File: src/rtl/jtag_tap_param_if.sv
// Chain-side signal bundle of jtag_tap_param: state flags, selects and the serial data paths.
// master = TAP controller, slave = boundary-scan / user chains.
interface jtag_tap_param_if #(
  parameter int unsigned NUM_USER = 2
);
  logic                shift_dr_o;
  logic                pause_dr_o;
  logic                update_dr_o;
  logic                capture_dr_o;
  logic                extest_select_o;
  logic                sample_preload_select_o;
  logic [NUM_USER-1:0] user_select_o;
  logic                test_logic_reset_o;
  logic                tdo_o;
  logic                bs_chain_tdi_i;
  logic [NUM_USER-1:0] user_tdi_i;

  modport master (
    output shift_dr_o, pause_dr_o, update_dr_o, capture_dr_o,
    output extest_select_o, sample_preload_select_o, user_select_o,
    output test_logic_reset_o, tdo_o,
    input  bs_chain_tdi_i, user_tdi_i
  );

  modport slave (
    input  shift_dr_o, pause_dr_o, update_dr_o, capture_dr_o,
    input  extest_select_o, sample_preload_select_o, user_select_o,
    input  test_logic_reset_o, tdo_o,
    output bs_chain_tdi_i, user_tdi_i
  );
endinterface

File: src/rtl/jtag_tap_param.sv
// Parametrised IEEE 1149.1 TAP: 16-state FSM, IR, BYPASS and optional IDCODE register.
// Optional IDCODE register enabled by defining JTAG_TAP_IDCODE_EN.
module jtag_tap_param #(
  parameter int unsigned IR_WIDTH     = 4,
  parameter int unsigned NUM_USER     = 2,
  parameter int unsigned USER_BASE    = 8,
  parameter logic [31:0] IDCODE_VALUE = 32'h149511C3
) (
  input  logic tck_pad_i,
  input  logic trst_pad_i,
  input  logic tms_pad_i,
  input  logic tdi_pad_i,
  output logic tdo_pad_o,
  output logic tdo_padoe_o,
  jtag_tap_param_if.master chain
);

  if (IR_WIDTH < 4 || NUM_USER < 1 || USER_BASE <= 2 ||
      USER_BASE + NUM_USER - 1 >= 2 ** IR_WIDTH - 1 || IDCODE_VALUE[0] != 1'b1)
  begin : gen_bad_params
    $error("jtag_tap_param: illegal parameter combination");
  end

  localparam logic [IR_WIDTH-1:0] OpExtest = '0;
  localparam logic [IR_WIDTH-1:0] OpSample = IR_WIDTH'(1);
`ifdef JTAG_TAP_IDCODE_EN
  localparam logic [IR_WIDTH-1:0] OpIdcode = IR_WIDTH'(2);
  localparam logic [IR_WIDTH-1:0] IrReset  = OpIdcode;
`else
  localparam logic [IR_WIDTH-1:0] IrReset  = '1;
`endif

  typedef enum logic [3:0] {
    StTlr, StRti,
    StSelDr, StCapDr, StShiftDr, StExit1Dr, StPauseDr, StExit2Dr, StUpdDr,
    StSelIr, StCapIr, StShiftIr, StExit1Ir, StPauseIr, StExit2Ir, StUpdIr
  } state_e;

  state_e state_q, state_d;

  always_ff @(posedge tck_pad_i or posedge trst_pad_i) begin
    if (trst_pad_i) state_q <= StTlr;
    else            state_q <= state_d;
  end

  always_comb begin
    state_d = state_q;
    unique case (state_q)
      StTlr:     state_d = tms_pad_i ? StTlr     : StRti;
      StRti:     state_d = tms_pad_i ? StSelDr   : StRti;
      StSelDr:   state_d = tms_pad_i ? StSelIr   : StCapDr;
      StCapDr:   state_d = tms_pad_i ? StExit1Dr : StShiftDr;
      StShiftDr: state_d = tms_pad_i ? StExit1Dr : StShiftDr;
      StExit1Dr: state_d = tms_pad_i ? StUpdDr   : StPauseDr;
      StPauseDr: state_d = tms_pad_i ? StExit2Dr : StPauseDr;
      StExit2Dr: state_d = tms_pad_i ? StUpdDr   : StShiftDr;
      StUpdDr:   state_d = tms_pad_i ? StSelDr   : StRti;
      StSelIr:   state_d = tms_pad_i ? StTlr     : StCapIr;
      StCapIr:   state_d = tms_pad_i ? StExit1Ir : StShiftIr;
      StShiftIr: state_d = tms_pad_i ? StExit1Ir : StShiftIr;
      StExit1Ir: state_d = tms_pad_i ? StUpdIr   : StPauseIr;
      StPauseIr: state_d = tms_pad_i ? StExit2Ir : StPauseIr;
      StExit2Ir: state_d = tms_pad_i ? StUpdIr   : StShiftIr;
      StUpdIr:   state_d = tms_pad_i ? StSelDr   : StRti;
      default:   state_d = StTlr;
    endcase
  end

  logic shift_ir, shift_dr, capture_dr;
  assign shift_ir   = (state_q == StShiftIr);
  assign shift_dr   = (state_q == StShiftDr);
  assign capture_dr = (state_q == StCapDr);

  assign chain.shift_dr_o         = shift_dr;
  assign chain.pause_dr_o         = (state_q == StPauseDr);
  assign chain.update_dr_o        = (state_q == StUpdDr);
  assign chain.capture_dr_o       = capture_dr;
  assign chain.test_logic_reset_o = (state_q == StTlr);
  assign chain.tdo_o              = tdi_pad_i;

  // Instruction path: shift register plus active IR
  logic [IR_WIDTH-1:0] ir_shift_q, ir_q;

  always_ff @(posedge tck_pad_i or posedge trst_pad_i) begin
    if (trst_pad_i) begin
      ir_shift_q <= '0;
      ir_q       <= IrReset;
    end else begin
      if (state_q == StCapIr) ir_shift_q <= IR_WIDTH'(1);
      else if (shift_ir)      ir_shift_q <= {tdi_pad_i, ir_shift_q[IR_WIDTH-1:1]};
      // Entering Test-Logic-Reset by TMS reloads the same value as trst
      if (state_d == StTlr)         ir_q <= IrReset;
      else if (state_q == StUpdIr)  ir_q <= ir_shift_q;
    end
  end

  // Registered instruction decode
  logic                extest_q, sample_q;
  logic [NUM_USER-1:0] user_q, user_d;

  always_comb begin
    user_d = '0;
    for (int k = 0; k < NUM_USER; k++) begin
      user_d[k] = (ir_q == IR_WIDTH'(USER_BASE + k));
    end
  end

  always_ff @(posedge tck_pad_i or posedge trst_pad_i) begin
    if (trst_pad_i) begin
      extest_q <= 1'b0;
      sample_q <= 1'b0;
      user_q   <= '0;
    end else begin
      extest_q <= (ir_q == OpExtest);
      sample_q <= (ir_q == OpSample);
      user_q   <= user_d;
    end
  end

  assign chain.extest_select_o         = extest_q;
  assign chain.sample_preload_select_o = sample_q;
  assign chain.user_select_o           = user_q;

  logic bypass_q;
  always_ff @(posedge tck_pad_i or posedge trst_pad_i) begin
    if (trst_pad_i)      bypass_q <= 1'b0;
    else if (capture_dr) bypass_q <= 1'b0;
    else if (shift_dr)   bypass_q <= tdi_pad_i;
  end

`ifdef JTAG_TAP_IDCODE_EN
  logic        idcode_sel_q;
  logic [31:0] idcode_q;

  always_ff @(posedge tck_pad_i or posedge trst_pad_i) begin
    if (trst_pad_i) begin
      idcode_sel_q <= 1'b1;
      idcode_q     <= '0;
    end else begin
      idcode_sel_q <= (ir_q == OpIdcode);
      if (capture_dr)    idcode_q <= IDCODE_VALUE;
      else if (shift_dr) idcode_q <= {tdi_pad_i, idcode_q[31:1]};
    end
  end
`endif

  // Return-data mux; unknown opcodes fall through to the bypass bit
  logic tdo_mux;
  always_comb begin
    tdo_mux = bypass_q;
    if (shift_ir) begin
      tdo_mux = ir_shift_q[0];
    end else if (shift_dr) begin
      if (extest_q || sample_q) tdo_mux = chain.bs_chain_tdi_i;
`ifdef JTAG_TAP_IDCODE_EN
      if (idcode_sel_q) tdo_mux = idcode_q[0];
`endif
      for (int k = 0; k < NUM_USER; k++) begin
        if (user_q[k]) tdo_mux = chain.user_tdi_i[k];
      end
    end
  end

  // TDO changes on the falling edge; outside shift states it holds with OE low
  always_ff @(negedge tck_pad_i or posedge trst_pad_i) begin
    if (trst_pad_i) begin
      tdo_pad_o   <= 1'b0;
      tdo_padoe_o <= 1'b0;
    end else begin
      tdo_padoe_o <= shift_ir | shift_dr;
      if (shift_ir || shift_dr) tdo_pad_o <= tdo_mux;
    end
  end

endmodule

File: src/flat_wrapper.sv
// flat-port wrapper written by rule: the top's interface ports become plain ports
module jtag_tap_param_flat 
#(
  parameter int unsigned IR_WIDTH     = 4,
  parameter int unsigned NUM_USER     = 2,
  parameter int unsigned USER_BASE    = 8,
  parameter logic [31:0] IDCODE_VALUE = 32'h149511C3
)
  (tck_pad_i, trst_pad_i, tms_pad_i, tdi_pad_i, tdo_pad_o, tdo_padoe_o, chain_shift_dr_o, chain_pause_dr_o, chain_update_dr_o, chain_capture_dr_o, chain_extest_select_o, chain_sample_preload_select_o, chain_user_select_o, chain_test_logic_reset_o, chain_tdo_o, chain_bs_chain_tdi_i, chain_user_tdi_i);
  jtag_tap_param_if #(.NUM_USER(NUM_USER)) chain_i ();
  input  logic tck_pad_i;
  input  logic trst_pad_i;
  input  logic tms_pad_i;
  input  logic tdi_pad_i;
  output logic tdo_pad_o;
  output logic tdo_padoe_o;
  output wire logic [$bits(chain_i.shift_dr_o)-1:0] chain_shift_dr_o;
  output wire logic [$bits(chain_i.pause_dr_o)-1:0] chain_pause_dr_o;
  output wire logic [$bits(chain_i.update_dr_o)-1:0] chain_update_dr_o;
  output wire logic [$bits(chain_i.capture_dr_o)-1:0] chain_capture_dr_o;
  output wire logic [$bits(chain_i.extest_select_o)-1:0] chain_extest_select_o;
  output wire logic [$bits(chain_i.sample_preload_select_o)-1:0] chain_sample_preload_select_o;
  output wire logic [$bits(chain_i.user_select_o)-1:0] chain_user_select_o;
  output wire logic [$bits(chain_i.test_logic_reset_o)-1:0] chain_test_logic_reset_o;
  output wire logic [$bits(chain_i.tdo_o)-1:0] chain_tdo_o;
  input wire logic [$bits(chain_i.bs_chain_tdi_i)-1:0] chain_bs_chain_tdi_i;
  input wire logic [$bits(chain_i.user_tdi_i)-1:0] chain_user_tdi_i;
  assign chain_shift_dr_o = chain_i.shift_dr_o;
  assign chain_pause_dr_o = chain_i.pause_dr_o;
  assign chain_update_dr_o = chain_i.update_dr_o;
  assign chain_capture_dr_o = chain_i.capture_dr_o;
  assign chain_extest_select_o = chain_i.extest_select_o;
  assign chain_sample_preload_select_o = chain_i.sample_preload_select_o;
  assign chain_user_select_o = chain_i.user_select_o;
  assign chain_test_logic_reset_o = chain_i.test_logic_reset_o;
  assign chain_tdo_o = chain_i.tdo_o;
  assign chain_i.bs_chain_tdi_i = chain_bs_chain_tdi_i;
  assign chain_i.user_tdi_i = chain_user_tdi_i;
  jtag_tap_param #(.IR_WIDTH(IR_WIDTH), .NUM_USER(NUM_USER), .USER_BASE(USER_BASE), .IDCODE_VALUE(IDCODE_VALUE)) u_core (.tck_pad_i(tck_pad_i), .trst_pad_i(trst_pad_i), .tms_pad_i(tms_pad_i), .tdi_pad_i(tdi_pad_i), .tdo_pad_o(tdo_pad_o), .tdo_padoe_o(tdo_padoe_o), .chain(chain_i));
endmodule
File: config.mk
export PLATFORM = sky130hd
export DESIGN_NAME = jtag_tap_param_flat
export DESIGN_NICKNAME = d
export VERILOG_FILES = /design/src/rtl/jtag_tap_param_if.sv /design/src/rtl/jtag_tap_param.sv /design/src/flat_wrapper.sv
export SDC_FILE = /design/constraint.sdc
export NUM_CORES = 1
export LEC_CHECK = 0
export ABC_AREA = 1
export CORE_UTILIZATION = 54
export DETAILED_ROUTE_END_ITERATION = 6
export HOLD_SLACK_MARGIN = 0.12
export PLACE_DENSITY = 0.83
export SETUP_SLACK_MARGIN = 0.3
export SLEW_MARGIN = 20
export SYNTH_ARGS = -nofsm -noshare
export SYNTH_HDL_FRONTEND = slang
export SYNTH_SLANG_ARGS = --single-unit
File: constraint.sdc
create_clock -name tck_pad_i -period 1.9 [get_ports tck_pad_i]
set_input_delay 0.38 -clock tck_pad_i [delete_from_list [all_inputs] [get_ports tck_pad_i]]
set_output_delay 0.38 -clock tck_pad_i [all_outputs]
set_load 0.02 [all_outputs]
==> key figures, run 1 <==
Outcome
  • Fail Step: global routing
  • Err: [ERROR DPL-0038] Utilization greater than 100%, impossible to legalize
  • Run status: did not finish

Timing
  • WEP type: sequential cell input
  • Worst setup endpoint GRT: u_core.tdo_pad_o$_DFFE_NP0P_/D

Yosys
  • Mux cell area share after synthesis: 0
  • Synth warn: 0
  • Dominant cell type by area after synthesis: dfrtp_1
  • Main combinational cell family by area after synthesis: simple AND/OR/NAND/NOR gates
  • Syn Area/Cell: about 7.3 µm²
  • Synth cell types: 20
  • Register area share after synthesis: 0.482
  • Post-synthesis xor/xnor area fraction: 0
  • Synth top area share: 0.327
  • Synth Area in Adders: 0
  • Post-Syn Nets: between 100 and 150
  • Share of synthesized flip-flops with an asynchronous set or reset: 1.00
  • Synthesized instance count: about 140
  • Synth Flop Type: dfrtp_1
  • Synth area leaders: dfrtp_1 33%, nand2_1 15%, dfstp_2 11%
  • EDFF count, synth: 0
  • Post-Syn Area: ~1000 µm²
  • #FFs+latches synth: 19
  • Simple-gate area share of the yosys netlist: 0.317
  • Most frequent cell after synthesis: nand2_1
  • Compound-cell area share of the yosys netlist: 0.0955
  • Most instantiated cells after synthesis: 41 x nand2_1, 25 x inv_1, 15 x nor2_1

Clock network
  • H-tree levels: 1
  • Clock buffer count from CTS: 3
  • Clock Sinks: 19
  • CTS Root Cell: clkbuf_4
  • Hold buffers post-CTS: 0
  • Max Root-Sink Buffers: 2

Placement
  • Placement Setup Slack: -0.429 ns
  • Inst Count DP: 195
  • HPWL Detailed: 1.87 mm
  • Port bufs: 18
  • Routability Congestion: 0.938

Floorplan
  • Starting Density: 0.577
  • FP Rows: 15
  • Die H: 44.9 µm
  • Die Span X: around 45 µm
  • I/O Pins: 19

Global routing
  • Largest net degree at the start of global routing: 18
repair_timing:
action,CTS
endpoints found under the setup margin,14
pin swaps,15
setup buffers,18
gates resized for setup,81
metrics by stage:
step | setup TNS [ns] | cell area, µm²
after floorplan | -0.106 | 1010
after global placement | -1.18 | 1340
after detailed placement | -1.22 | 1340
after CTS | -0.728 | 1590
cell families after synthesis:
logic type | after synthesis
AO/OA/AOI/OAI | 17
buffers and inverters | 27
flip-flops | 19
AND/OR/NAND/NOR | 73
==> inputs of run 2 (changes only) <==
--- a/config.mk
+++ b/config.mk
@@ -6,11 +6,10 @@
 export NUM_CORES = 1
 export LEC_CHECK = 0
 export ABC_AREA = 1
-export CORE_UTILIZATION = 54
+export CORE_AREA = 2 2 63 65
 export DETAILED_ROUTE_END_ITERATION = 6
-export HOLD_SLACK_MARGIN = 0.12
-export PLACE_DENSITY = 0.83
-export SETUP_SLACK_MARGIN = 0.3
+export DIE_AREA = 0 0 65 67
+export PLACE_DENSITY_LB_ADDON = 0.15
 export SLEW_MARGIN = 20
 export SYNTH_ARGS = -nofsm -noshare
 export SYNTH_HDL_FRONTEND = slang
==> key figures, run 2 <==
Outcome
  • Run status: complete, but fails checks
  • Failing checks: setup timing

Critical path
  • R2r endpoint: u_core.tdo_pad_o$_DFFE_NP0P_
  • Cell chain of the critical path: buf_6
  • Crit-path max FO: 2
  • Slowest cell delay on critical path: 0.42 ns
  • Worst Path Required: between 1.5 and 2 ns
  • Buffers & Inverters on Critical Path: 1
  • Worst reg-to-reg path cell count: 6
  • Crit Path Class: flip-flop to output pin
  • R2R Path Start: u_core.chain.extest_select_o$_DFF_PP0_
  • Worst Setup End Kind: output pin
  • Cell family with most CP delay: flip-flops
  • Crit path arrival time: approximately 1.8 ns
  • Crit path launch type: flip-flop
  • Slowest cell on crit path: dfrtn_1
  • Critical path startpoint: u_core.tdo_pad_o$_DFFE_NP0P_
  • R2r setup slk: -0.11 ns

Placement
  • Placement Setup Slack: -0.427 ns
  • Routability Congestion: roughly 0.82
  • Port bufs: 18
  • HPWL Detailed: between 2 and 2.5 mm
  • Inst Count DP: between 200 and 250

Yosys
  • Synth cell types: 20
  • Most frequent cell after synthesis: nand2_1
  • EDFF count, synth: 0
  • Syn Area/Cell: between 7 and 8 µm²
  • Synth area leaders: dfrtp_1 33%, nand2_1 15%, dfstp_2 11%
  • Dominant cell type by area after synthesis: dfrtp_1
  • Synthesized instance count: between 100 and 150
  • Share of synthesized flip-flops with an asynchronous set or reset: 1.00
  • Synth warn: 0
  • Synth top area share: 0.327
  • Post-Syn Area: around 1000 µm²
  • Most instantiated cells after synthesis: 41 x nand2_1, 25 x inv_1, 15 x nor2_1
  • Synth Flop Type: dfrtp_1
  • #FFs+latches synth: 19
  • Register area share after synthesis: 0.482
  • Post-Syn Nets: 143

Route
  • Detailed-route DRC error count: 0
  • Routed WL: roughly 2.5 mm
  • Mean routed wirelength per cell: between 10 and 15 µm
  • Pre-antenna DRT Iters: 4
  • Routed Antenna Nets: 0
  • Via-to-Cell Ratio: roughly 4.4
  • Iteration-0 DRC Markers: 30
  • Via count: 1,032

Global routing
  • Vias in the first global route: approximately 1,100
  • Largest net degree at the start of global routing: 13
  • Global-route wire length before repair: 4.51 mm
  • Initial antenna violation count: 0
  • Total GRT Usage: 0.137
  • Total grt overflow: 0

Timing
  • Post-route setup TNS: -0.562 ns
  • Worst slew pin tran: 0.353 ns
  • Max Clock Skew: 0.0159 ns
  • RSZ-0062 raised after global routing: yes
  • Worst setup margin: -0.243 ns
  • Relative slew slack: 0.764
  • Setup violations, final: 3
  • Max Slew Vio Count: 0
  • Fin. Hold Viols: 0

Clock network
  • CTS Root Cell: clkbuf_8
  • Clock Sinks: 19
  • Max Root-Sink Buffers: 2
  • Clock buffer count from CTS: 3
  • H-tree levels: 1
  • CTS clock-pin slew for the worst setup and hold paths: approximately 0.070 ns
  • CTS tree: done
  • Clock Latency Late Sink: 0.27 ns
  • Hold buffers post-CTS: 0

Floorplan
  • Die ar.: approximately 4400 µm²
  • Die H: 67 µm
  • I/O Pins: 19
  • Starting Density: 0.276
  • FP Rows: 22
  • Core area: 3610 µm²
  • Die Span X: 65 µm

Power and ir drop
  • Power per Cell Area: ~1300 nW/µm²
  • Worst VDD drop: 473 µV
  • Lkg Pwr: about 0.83 nW
  • Total power: 0.00205 W

Layout
  • Number of diodes: 0
  • Commonest non-fill, non-tap cells in the layout: 36 x nand2_1, 29 x buf_4, 21 x inv_1, 11 x clkdlybuf4s50_1, 10 x nor2_1
  • Largest regs: u_core.ir_q (4), u_core.ir_shift_q (4), u_core.state_q (4)
  • Layout area overhead: 53.8%
  • Layout Utilization: 0.425
  • Fin nets: 195
  • Share of cells above drive strength 1: 0.353
  • Non-filler instance count after layout: about 240
  • Commonest non-fill, non-tap cell in the layout: nand2_1

Hold path
  • Worst Hold Class: primary input to async pin

Flow run
  • Max_cap viols: 0
==> run 2: cell counts after synthesis <==
No cell type changed its count.
==> run 2: per-layer routing <==
| layer | track usage | vias up | wire (µm) |
|---|---|---|---|
| li1 | - | 533 | - |
| met2 | 0.254 | 22 | 1260 |
| met3 | 0.0220 | 4 | 106 |
| met5 | 0 | - | 0 |
| met1 | 0.150 | 473 | 1120 |
| met4 | 0.0691 | 0 | 44 |
==> run 2: stage by stage <==
step,instance area (µm²),hold WS [ns]
global route,1530,0.578
finish,1530,0.490
CTS,1530,0.511
floorplan,1010,0.328
global placement,1430,0.538
detailed placement,1430,0.533
==> run 2: repair_timing <==
item / in CTS / in global routing
resized for setup: 33 / 9
buffers inserted: 3 / 3
pin swaps: 1 / 2
setup endpoints to repair: 9 / 8
==> run 2: worst max path at each step <==
stage | to | slack (ns) | cells after the start
finish | tdo_pad_o | -0.24 | 1
global route | tdo_pad_o | -0.28 | 1
CTS | tdo_pad_o | -0.25 | 1
detailed placement | u_core.tdo_pad_o$_DFFE_NP0P_ | -0.43 | 5
global placement | tdo_pad_o | -0.41 | 1
floorplan | u_core.tdo_pad_o$_DFFE_NP0P_ | -0.11 | 6
==> run 2: cells by family after synthesis <==
| group | Yosys count | share of synthesized area |
|---|---|---|
| AND/OR/NAND/NOR | 73 | 0.317 |
| flip-flops | 19 | 0.482 |
| AO/OA/AOI/OAI | 17 | 0.0955 |
| buffers and inverters | 27 | 0.106 |
==> run 2: where the power goes <==
group | switching, W | internal (W) | leakage [nW]
sequential | 0.0000944 | 0.000535 | 0.234
clock | 0.000130 | 0.000146 | 0.0255
combinational | 0.000607 | 0.000538 | 0.572
total | 0.000831 | 0.00122 | 0.831
==> run 2: final cells by class <==
cell class	instances	area (µm²)
fillers	393	2070
flip-flops and latches	19	485
multi-input cells	90	445
repair buffers	48	397
inverters	26	97.6
well taps	48	60.1
clock buffers	3	41.3
clock inverters	1	5.00
==> run 2: tightest hold or removal path: stages <==
cell and delay, ns:
clkdlybuf4s50_1 0.40, inv_1 0.13, buf_4 0.17
(Power assumes the default switching activity.)
==> inputs of run 3 (changes only) <==
--- a/config.mk
+++ b/config.mk
@@ -9,7 +9,7 @@
 export CORE_AREA = 2 2 63 65
 export DETAILED_ROUTE_END_ITERATION = 6
 export DIE_AREA = 0 0 65 67
-export PLACE_DENSITY_LB_ADDON = 0.15
+export PLACE_DENSITY = 0.56
 export SLEW_MARGIN = 20
 export SYNTH_ARGS = -nofsm -noshare
 export SYNTH_HDL_FRONTEND = slang
==> key figures, run 3 (synthesized netlist as in run 2, its figures left out) <==
Clock network
  • Hold buffers post-CTS: 0
  • Clock Sinks: 19
  • Clock Latency Late Sink: roughly 0.27 ns
  • Max Root-Sink Buffers: 2
  • H-tree levels: 1
  • CTS tree: done
  • CTS clock-pin slew for the worst setup and hold paths: around 0.070 ns
  • CTS Root Cell: clkbuf_8
  • Clock buffer count from CTS: 3

Floorplan
  • I/O Pins: 19
  • Starting Density: 0.276
  • Die ar.: between 4000 and 5000 µm²
  • Die H: around 67 µm
  • FP Rows: 22
  • Die Span X: roughly 65 µm
  • Core area: between 3000 and 4000 µm²

Timing
  • Relative slew slack: 0.749
  • Max Slew Vio Count: 0
  • Max Clock Skew: approximately 0.017 ns
  • Fin. Hold Viols: 0
  • Worst setup margin: -0.254 ns
  • Setup violations, final: 3
  • Hold Slack: approximately 0.55 ns
  • Worst slew pin tran: 0.374 ns
  • RSZ-0062 raised after global routing: yes

Critical path
  • Crit Path Class: flip-flop to output pin
  • Crit path arrival time: roughly 1.8 ns
  • Buffers & Inverters on Critical Path: 1
  • Crit path launch type: flip-flop
  • Worst Setup End Kind: output pin
  • Crit-path max FO: 2
  • Slowest cell delay on critical path: 0.43 ns
  • Slowest cell on crit path: dfrtn_1
  • Worst Path Required: 1.52 ns
  • R2r setup slk: -0.11 ns
  • Cell chain of the critical path: buf_6
  • Cell family with most CP delay: flip-flops

Global routing
  • Total GRT Usage: 0.123
  • Global-route wire length before repair: 4.04 mm
  • Initial antenna violation count: 0
  • Total grt overflow: 0
  • Largest net degree at the start of global routing: 18
  • Vias in the first global route: 929

Hold path
  • Worst Hold Class: primary input to async pin

Power and ir drop
  • Power per Cell Area: 1320 nW/µm²
  • Worst VDD drop: ~350 µV
  • Total power: slightly below 0.002 W
  • Lkg Pwr: 0.796 nW

Placement
  • Routability Congestion: slightly below 0.8
  • Port bufs: 18
  • DP Area: 1400 µm²
  • HPWL Detailed: between 1.5 and 2 mm

Layout
  • Reg area: 483 µm²
  • Multi-input gate area: between 400 and 500 µm²
  • Layout Utilization: 0.407
  • Fin nets: about 190
  • Number of diodes: 0
  • Commonest non-fill, non-tap cell in the layout: nand2_1
  • Cell area after layout: 1470 µm²
  • Commonest non-fill, non-tap cells in the layout: 37 x nand2_1, 22 x inv_1, 22 x buf_4, 12 x nor2_1
  • Largest regs: u_core.ir_q (4), u_core.ir_shift_q (4), u_core.state_q (4)
  • Share of cells above drive strength 1: 0.283
  • Filler cells: between 300 and 400
  • Layout area overhead: 47.2%

Route
  • Via count: 980
  • Detailed-route DRC error count: 0
  • Mean routed wirelength per cell: between 10 and 15 µm
  • Routed Antenna Nets: 0
  • Via-to-Cell Ratio: between 4 and 5
  • Routed WL: about 2.4 mm
  • Iteration-0 DRC Markers: 56
  • Pre-antenna DRT Iters: 4

Flow run
  • Max_cap viols: 0

Outcome
  • Failing checks: setup timing
  • Run status: complete, but fails checks
run 3: changes by cell type in the layout (fill, tap and decap cells not counted), sizes merged:
cell,previous run,this run
buf,32,25
clkbuf,6,5
dlygate4sd2,1,2
run 3: area by class of cell:
cell class,instances,area share
repair buffers,41,0.236
clock buffers,3,0.0282
flip-flops and latches,19,0.329
inverters,26,0.0666
multi-input cells,90,0.295
well taps,48,0.0410
clock inverters,1,0.00341
run 3: layer usage:
metal	wire (µm)	track usage	vias to the layer above
li1	-	-	517
met1	1160	0.159	437
met2	1160	0.201	24
met3	98	0.0270	2
met4	21	0.0479	0
met5	0	0	-
run 3: through the flow:
step           setup TNS (ns)  worst slack (ns)  instances
5_1_grt                -0.784            -0.277        228
4_1_cts                -0.602            -0.261        227
3_3_place_gp            -1.18            -0.411        222
6_report               -0.575            -0.254        228
3_5_place_dp            -1.25            -0.437        222
2_1_floorplan          -0.106            -0.106        136
run 3: where the power goes:
group	switching (W)	internal [W]	leakage (nW)
Sequential	0.0000846	0.000531	0.236
Clock	0.000129	0.000146	0.0255
Combinational	0.000591	0.000460	0.535
Total	0.000804	0.00114	0.796
run 3: worst paths after layout:
check                                                        from                               end  cells after the start
min reg2reg                      u_core.ir_shift_q[3]$_DFFE_PP0N_        u_core.ir_q[3]$_DFFE_PP1P_                      2
max reg2reg                u_core.chain.extest_select_o$_DFF_PP0_      u_core.tdo_pad_o$_DFFE_NP0P_                      6
max                                  u_core.tdo_pad_o$_DFFE_NP0P_                         tdo_pad_o                      1
max in group asynchronous                              trst_pad_i      u_core.tdo_padoe_o$_DFF_NP0_                      2
min                                                    trst_pad_i  u_core.ir_shift_q[1]$_DFFE_PP0N_                      3
min in group tck_pad_i           u_core.ir_shift_q[3]$_DFFE_PP0N_        u_core.ir_q[3]$_DFFE_PP1P_                      2
run 3: timing repair:
action	in CTS	in global routing
cloned	0	0
pin swaps	0	0
resized for setup	21	10
endpoints found under the setup margin	8	7
setup buffers	1	1
==> inputs of run 4 (changes only) <==
--- a/config.mk
+++ b/config.mk
@@ -10,6 +10,7 @@
 export DETAILED_ROUTE_END_ITERATION = 6
 export DIE_AREA = 0 0 65 67
 export PLACE_DENSITY = 0.56
+export SKIP_CTS_REPAIR_TIMING = 1
 export SLEW_MARGIN = 20
 export SYNTH_ARGS = -nofsm -noshare
 export SYNTH_HDL_FRONTEND = slang
==> key figures, run 4 (synthesized netlist as in run 2, its figures left out) <==
Outcome
  • Run status: complete, but fails checks
  • Failing checks: setup timing

Power and ir drop
  • Power per Cell Area: 1310 nW/µm²
  • Switching part of the total: 0.412
  • Clk network pwr share: 0.142
  • Internal Power: 0.00114 W
  • Comb power frac: 0.539
  • P_sw: approximately 0.00080 W
  • Seq pwr share: 0.319
  • Worst VDD drop: roughly 350 µV
  • Lkg Pwr: 0.858 nW

Layout
  • Layout Utilization: 0.409
  • Commonest non-fill, non-tap cells in the layout: 37 x nand2_1, 22 x inv_1, 20 x buf_4, 12 x nor2_1
  • Commonest non-fill, non-tap cell in the layout: nand2_1
  • Layout area overhead: 48.2%
  • Number of diodes: 0
  • Share of cells above drive strength 1: 0.264
  • Largest regs: u_core.ir_q (4), u_core.ir_shift_q (4), u_core.state_q (4)
  • Fin nets: 186

Route
  • Routed WL: approximately 2.4 mm
  • Detailed-route DRC error count: 0
  • Via count: roughly 990
  • Mean routed wirelength per cell: between 10 and 15 µm
  • Pre-antenna DRT Iters: 4
  • Via-to-Cell Ratio: approximately 4.4
  • Iteration-0 DRC Markers: 68
  • Routed Antenna Nets: 0

Timing
  • Max Slew Vio Count: 0
  • RSZ-0062 raised after global routing: yes
  • Setup violations, final: 3
  • Worst slew pin tran: between 0.3 and 0.4 ns
  • Max Clock Skew: approximately 0.017 ns
  • Fin. Hold Viols: 0
  • Relative slew slack: 0.750
  • Worst setup margin: -0.264 ns

Clock network
  • Clock Sinks: 19
  • Max Root-Sink Buffers: 2
  • CTS clock-pin slew for the worst setup and hold paths: 0.07 ns
  • CTS tree: done
  • CTS Root Cell: clkbuf_8
  • Clock buffer count from CTS: 3
  • H-tree levels: 1
  • Clock Latency Late Sink: 0.27 ns

Critical path
  • Buffers & Inverters on Critical Path: 1
  • Worst reg-to-reg path cell count: 6
  • Crit Path Class: flip-flop to output pin
  • Cell family with most CP delay: flip-flops
  • R2r endpoint: u_core.tdo_pad_o$_DFFE_NP0P_
  • R2r setup slk: -0.11 ns
  • Crit path launch type: flip-flop
  • Worst Path Required: 1.52 ns
  • Slowest cell on crit path: dfrtn_1
  • Cell chain of the critical path: buf_6
  • Worst Setup End Kind: output pin
  • Crit path arrival time: approximately 1.8 ns
  • R2R Path Start: u_core.chain.extest_select_o$_DFF_PP0_
  • Crit-path max FO: 2
  • Slowest cell delay on critical path: around 0.44 ns

Floorplan
  • I/O Pins: 19
  • Die ar.: ~4400 µm²
  • FP Rows: 22
  • Core area: 3610 µm²
  • Starting Density: 0.276
  • Die H: 67 µm
  • Die Span X: between 60 and 70 µm

Global routing
  • Initial antenna violation count: 0
  • Total GRT Usage: 0.123
  • Total grt overflow: 0
  • Global-route wire length before repair: around 4.0 mm
  • Largest net degree at the start of global routing: 18
  • Vias in the first global route: around 930

Hold path
  • Worst Hold Class: primary input to async pin

Placement
  • Routability Congestion: between 0.7 and 0.8
  • Placement Setup Slack: -0.437 ns
  • HPWL Detailed: about 2.0 mm
  • Port bufs: 18

Flow run
  • Max_cap viols: 0
run 4: per-layer routing:
| layer | share of wire | wire length [µm] | vias up | GRT usage |
|---|---|---|---|---|
| met5 | 0 | 0 | - | 0 |
| met4 | 0.0086 | 21 | 0 | 0.0479 |
| met3 | 0.052 | 128 | 2 | 0.0270 |
| met2 | 0.48 | 1170 | 24 | 0.200 |
| met1 | 0.46 | 1120 | 452 | 0.158 |
| li1 | - | - | 514 | - |
run 4: power groups by stage:
stage                     clock network [W]  registers [W]  logic, W
after floorplan                           0       0.000626  0.000562
after global placement                    0       0.000608   0.00102
after detailed placement                  0       0.000614   0.00103
after CTS                          0.000287       0.000607   0.00104
after global routing               0.000309       0.000635   0.00117
final                              0.000275       0.000617   0.00104
run 4: final cells by class:
cell class,count,area [µm²]
Fill cell,362,2130
Sequential cell,19,483
Multi-Input combinational cell,90,433
Timing Repair Buffer,39,357
Inverter,26,97.6
Tap cell,48,60.1
Clock buffer,3,41.3
Clock inverter,1,5.00
run 4: worst max-delay path by stage:
stage	start	cells after the start	end
after floorplan	u_core.chain.extest_select_o$_DFF_PP0_	6	u_core.tdo_pad_o$_DFFE_NP0P_
after global placement	u_core.tdo_pad_o$_DFFE_NP0P_	1	tdo_pad_o
after detailed placement	u_core.tdo_pad_o$_DFFE_NP0P_	1	tdo_pad_o
after CTS	u_core.tdo_pad_o$_DFFE_NP0P_	1	tdo_pad_o
after global routing	u_core.tdo_pad_o$_DFFE_NP0P_	1	tdo_pad_o
final	u_core.tdo_pad_o$_DFFE_NP0P_	1	tdo_pad_o
run 4: metrics by stage:
step	hold WS [ns]	power (W)	setup TNS (ns)	instances	cell area, µm²
floorplan	0.328	0.00119	-0.106	136	1010
global placement	0.510	0.00162	-1.18	222	1400
detailed placement	0.534	0.00164	-1.25	222	1400
CTS	0.546	0.00193	-2.59	226	1440
global route	0.567	0.00212	-0.812	226	1480
finish	0.550	0.00194	-0.592	226	1480
